==> config.mk <==
export PLATFORM = sky130hd
export DESIGN_NAME = bf_bus_arbiter
export DESIGN_NICKNAME = d
export VERILOG_FILES = /design/src/rtl/bf_bus_pkg.sv /design/src/rtl/bf_bus_pick.sv /design/src/rtl/bf_bus_arbiter.sv
export SDC_FILE = /design/constraint.sdc
export NUM_CORES = 1
export LEC_CHECK = 0
export CAP_MARGIN = 30
export CORE_MARGIN = 1
export CORE_UTILIZATION = 35
export CTS_BUF_LIST = sky130_fd_sc_hd__clkbuf_8 sky130_fd_sc_hd__clkbuf_16
export CTS_CLUSTER_DIAMETER = 120
export CTS_CLUSTER_SIZE = 12
export DETAILED_ROUTE_END_ITERATION = 10
export PLACE_DENSITY = 0.75
export SYNTH_ARGS = -nofsm -noshare
export SYNTH_HDL_FRONTEND = slang
export SYNTH_HIERARCHICAL = 1
export SYNTH_SLANG_ARGS = --single-unit
==> constraint.sdc <==
create_clock -name clk -period 2.16 [get_ports clk]
set_clock_uncertainty 0.1 [all_clocks]
set_input_delay 0.432 -clock clk [delete_from_list [all_inputs] [get_ports clk]]
set_output_delay 0.432 -clock clk [all_outputs]
set_load 0.02 [all_outputs]
==> src/rtl/bf_bus_pkg.sv <==
// Shared types and constants for the external memory bus arbiter.
// BF_BUS_ARB_RR_EN selects round-robin arbitration (see bf_bus_pick).
package bf_bus_pkg;

  typedef enum logic [1:0] {
    StIdle,
    StAddr,
    StData,
    StAck
  } bus_state_e;

  localparam logic PORT_CORE = 1'b0;
  localparam logic PORT_HOST = 1'b1;

  localparam int unsigned CNT_W = 4;

endpackage

==> src/rtl/bf_bus_pick.sv <==
// Combinational winner select between core (port 0) and host (port 1).
// BF_BUS_ARB_RR_EN defined: round-robin on ties; undefined: host always wins.
module bf_bus_pick
  import bf_bus_pkg::*;
(
  input  logic [1:0] req,
`ifdef BF_BUS_ARB_RR_EN
  input  logic       last,
`endif
  output logic       valid,
  output logic       idx
);

  always_comb begin
    valid = |req;
`ifdef BF_BUS_ARB_RR_EN
    // On a tie the port not granted last wins.
    if (req == 2'b11) begin
      idx = ~last;
    end else begin
      idx = req[1] ? PORT_HOST : PORT_CORE;
    end
`else
    idx = req[1] ? PORT_HOST : PORT_CORE;
`endif
  end

endmodule

==> src/rtl/bf_bus_arbiter.sv <==
// Two-port arbiter and sequencer for the multiplexed 8-bit external memory bus.
// BF_BUS_ARB_RR_EN enables round-robin arbitration; otherwise host has fixed priority.
module bf_bus_arbiter
  import bf_bus_pkg::*;
#(
  parameter int unsigned WAIT_CYCLES = 1
) (
  input  logic       clk,
  input  logic       rst,
  input  logic       ena,
  input  logic [1:0] req,
  input  logic [1:0] we,
  input  logic [7:0] addr0,
  input  logic [7:0] addr1,
  input  logic [7:0] wdata0,
  input  logic [7:0] wdata1,
  output logic [1:0] ack,
  output logic [7:0] rdata,
  output logic       busy,
  output logic [7:0] bus_out,
  input  logic [7:0] bus_in,
  output logic       bus_oe,
  output logic       addr_stb,
  output logic       wr_stb
);

  localparam logic [CNT_W-1:0] WaitInit = CNT_W'(WAIT_CYCLES);

  bus_state_e       state_q, state_d;
  logic             idx_q, idx_d;
  logic             we_q, we_d;
  logic [7:0]       addr_q, addr_d;
  logic [7:0]       wdata_q, wdata_d;
  logic [CNT_W-1:0] cnt_q, cnt_d;
  logic [7:0]       rdata_q, rdata_d;

  logic pick_valid;
  logic pick_idx;

`ifdef BF_BUS_ARB_RR_EN
  logic last_q, last_d;
`endif

  bf_bus_pick u_pick (
    .req   (req),
`ifdef BF_BUS_ARB_RR_EN
    .last  (last_q),
`endif
    .valid (pick_valid),
    .idx   (pick_idx)
  );

  always_comb begin
    state_d = state_q;
    idx_d   = idx_q;
    we_d    = we_q;
    addr_d  = addr_q;
    wdata_d = wdata_q;
    cnt_d   = cnt_q;
    rdata_d = rdata_q;
`ifdef BF_BUS_ARB_RR_EN
    last_d  = last_q;
`endif
    unique case (state_q)
      StIdle: begin
        // Requester inputs are only ever sampled here.
        if (ena && pick_valid) begin
          state_d = StAddr;
          idx_d   = pick_idx;
          we_d    = pick_idx ? we[1] : we[0];
          addr_d  = pick_idx ? addr1 : addr0;
          wdata_d = pick_idx ? wdata1 : wdata0;
`ifdef BF_BUS_ARB_RR_EN
          last_d  = pick_idx;
`endif
        end
      end
      StAddr: begin
        cnt_d   = WaitInit;
        state_d = StData;
      end
      StData: begin
        if (cnt_q == '0) begin
          if (!we_q) begin
            rdata_d = bus_in;
          end
          state_d = StAck;
        end else begin
          cnt_d = cnt_q - 4'd1;
        end
      end
      StAck: begin
        state_d = StIdle;
      end
      default: begin
        state_d = StIdle;
      end
    endcase
  end

  always_ff @(posedge clk) begin
    if (rst) begin
      state_q <= StIdle;
      idx_q   <= PORT_CORE;
      we_q    <= 1'b0;
      addr_q  <= '0;
      wdata_q <= '0;
      cnt_q   <= '0;
      rdata_q <= '0;
`ifdef BF_BUS_ARB_RR_EN
      last_q  <= PORT_HOST;
`endif
    end else begin
      state_q <= state_d;
      idx_q   <= idx_d;
      we_q    <= we_d;
      addr_q  <= addr_d;
      wdata_q <= wdata_d;
      cnt_q   <= cnt_d;
      rdata_q <= rdata_d;
`ifdef BF_BUS_ARB_RR_EN
      last_q  <= last_d;
`endif
    end
  end

  // Pad and strobe outputs decode only registered state and latched fields.
  always_comb begin
    ack      = 2'b00;
    bus_out  = 8'h00;
    bus_oe   = 1'b0;
    addr_stb = 1'b0;
    wr_stb   = 1'b0;
    busy     = (state_q != StIdle);
    rdata    = rdata_q;
    unique case (state_q)
      StIdle: begin
      end
      StAddr: begin
        bus_out  = addr_q;
        addr_stb = 1'b1;
        bus_oe   = 1'b1;
      end
      StData: begin
        if (we_q) begin
          bus_out = wdata_q;
          wr_stb  = 1'b1;
          bus_oe  = 1'b1;
        end
      end
      StAck: begin
        ack[idx_q] = 1'b1;
      end
      default: begin
      end
    endcase
  end

endmodule

==> flow_summary.yaml <==
outcome:
  status: "finished with violations"
  violations: "DRC"
placement:
  io_buffer_count: 68
  gp_congestion: 0.7779
  preCtsSetupSlack_ps: -83.30
  dpl_cell_area_um2: 2421
  dp_hpwl_um: 2912
  place_inst: 301
clocking:
  cts_root_buf: "clkbuf_8"
  h-tree-depth: 2
  cts_sinks: 32
  clk_pin_slew_ps: 60
  clk-insertion-delay-late_ps: 280
  cts_inserted_buffers: 5
  cts_max_path_buffers: 2
  cts-hold-fix-buffers: 0
  cts_tree: "yes"
routing:
  wl_um: 3824
  vias: 1541
  ant_nets: 0
  drc_errors: 10
  vias_per_cell: 4.987
  drtIter0Drc: 91
  wl_per_cell_um: 12.38
  detail_route.first_pass.iterations: 7
logic_synthesis:
  syn_area_um2: 1650
  synthAdderAreaFrac_pct: 4.549
  synth_compound_area_share_pct: 20.92
  yosysUniqueCellTypes: 35
  synth-simple-area-share_pct: 17.66
  syn-num-nets: 239
  ys_ff_latch: 32
  synthMuxAreaShare_pct: 12.21
  synth_edf_count: 0
  synth_xor_xnor_area_share_pct: 0
  synth_cells: 186
  ys_warn_count: 6
  syn_avg_cell_area_um2: 8.873
  seq_area_frac_synth_pct: 38.82
  synth_top_family_by_area: "compound AO/OA/AOI/OAI gates"
  synthArstFlopShare_pct: 0
  ys.flop_type: "dfxtp_1"
power_and_ir_drop:
  pwr-share-seq_pct: 31.0
  peakVddDrop_v: 0.0004808
  p_leak_nw: 1.023
  combPwrFrac_pct: 45.2
  p_clk_share_pct: 23.8
  p_switching_uw: 927.8
  switching_share_pct: 35.38
  internal_power_mw: 1.695
  power.density_nw_per_um2: 1036
sta:
  fmax_mhz: 478.2
  worst_slack_ps: 68.64
  drv_slew: 0
  finalCritPeriodShare_pct: 96.82
  hold_viol_final: 0
  max_slew_margin_pct: 65.75
  finalSetupViolCount: 0
  fin_crit_ps: 2091
  setup-tns-final_ps: 0
  tightest_slew_ps: 511.8
floorplanning:
  initial_core_util_pct: 37.13
  ios: 69
  fp-row-count: 24
  fp.dieH_um: 70.67
  dieArea_um2: 4994
  die_w_um: 70.67
  core_area_um2: 4444
grt:
  grt_pass1_vias: 1502
  grtUsageTotal_pct: 16.44
  antenna_found_initial: 0
  grt_overflow: 0
  grt_first_pass_wirelength_um: 6672
  grt_max_degree: 36
setup_path:
  slowest_stage: "dfxtp_1"
  crit_chain: "inv_1, ha_2, and2_4, buf_4, a22oi_1, nor2b_1, buf_2"
  startpoint_type: "flip-flop"
  crit_required_ps: 1630
  crit_path_max_incr_delay_ps: 340
  crit_type: "flip-flop to output port"
  arrival_ps: 1560
  cp_max_fo: 5
  endpoint_kind: "output port"
layout:
  layoutNonFillerInstCount: 309
  final_common_cell: "clkdlybuf4s50_1"
  area_delta_synth_final_pct: 53.37
  final_cell_area_um2: 2531
  layout-drive-gt1-share_pct: 15.56
  nets: 309
  antenna_cells: 0
  final_cell_mix: "clkdlybuf4s50_1, dfxtp_1, nor2_1"
hold_path:
  worstHoldPathType: "flip-flop to flip-flop"
flow_run:
  cap_violations: 0
-- cell usage after synthesis, types with 2 or more instances --
| library cell | n | area, um2 |
|---|---|---|
| ha_1 | 6 | 75.07 |
| dfxtp_1 | 32 | 640.6 |
| o21ai_0 | 8 | 40.04 |
| inv_1 | 5 | 18.77 |
| buf_2 | 5 | 25.02 |
| and2_1 | 2 | 12.51 |
| a21oi_1 | 8 | 40.04 |
| nand3_1 | 9 | 45.04 |
| nor2b_1 | 10 | 62.56 |
| a22oi_1 | 8 | 60.06 |
| buf_4 | 2 | 15.01 |
| nand3b_1 | 2 | 15.01 |
| mux2i_1 | 19 | 190.2 |
| nand2b_1 | 3 | 18.77 |
| a211oi_1 | 18 | 135.1 |
| nor3_1 | 3 | 15.01 |
| nor2_1 | 20 | 75.07 |
| clkbuf_1 | 9 | 33.78 |
-- power by group through the flow --
stage / clock network [mW] / logic [mW] / registers (mW)
global route: 0.661 / 1.31 / 0.833
floorplan: 0 / 0.735 / 0.828
global placement: 0 / 1.19 / 0.815
detailed placement: 0 / 1.22 / 0.819
CTS: 0.635 / 1.18 / 0.807
finish: 0.623 / 1.19 / 0.814
-- through the flow --
stage	power (mW)	util [%]	hold slack, ps
final	2.623	56.95	373.7
after global routing	2.806	56.95	415.0
after CTS	2.623	56.19	375.9
after detailed placement	2.039	54.48	366.4
after global placement	2.010	54.48	362.7
after floorplan	1.563	-	375.1
-- critical path: cells and delay by family (launching register included) --
kind,cells,cell delay [ps]
AO/OA/AOI/OAI,1,130
adder cells (fa/ha/maj),1,190
buffers and inverters,3,390
flip-flops,1,340
AND/OR/NAND/NOR,2,240
-- layer usage --
layer  up-vias  global-route usage, %  wire length [um]
met1       679                  19.91              1728
met4         0                  2.667                28
met5         -                      0                 0
li1        807                      -                 -
met3         4                  4.558               228
met2        51                  29.67              1838
-- flip-flops by register name, indices dropped and copies added (netlist names) --
signal   cells
addr_q       8
cnt_q        4
idx_q        1
rdata        8
state_q      2
wdata_q      8
we_q         1
-- path summary, 6_finish.rpt --
| kind | slack, ps | cells past startpoint | to | from |
|---|---|---|---|---|
| max | 70 | 7 | bus_out[3] | state_q[0] |
| min | 370 | 2 | rdata[2] | rdata[2] |
| max reg2reg | 440 | 5 | cnt_q[3] | cnt_q[0] |
| min reg2reg | 370 | 2 | rdata[2] | rdata[2] |
-- cell families (layout without fill, tap and decap cells) --
logic type      Yosys count  in the layout
mux                      20             20
buf+inv                  22             93
compound gates           50             50
simple gates             56             56
fa+ha+maj                 6              6
flops                    32             32
-- timing repair --
item,CTS,global route
pin swaps,0,0
setup endpoints to repair,13,10
gates resized for setup,40,10
setup buffers,0,0
-- final cells by class --
cell class / count / area, um2
clock buffer: 7 / 96.34
clock inverter: 1 / 30.03
fill: 417 / 1913
inverter: 5 / 18.77
multi-input combinational: 132 / 938.4
sequential: 32 / 641.9
tap: 52 / 65.06
timing repair buffer: 80 / 740.7
Power figures use the tool's default switching activity.
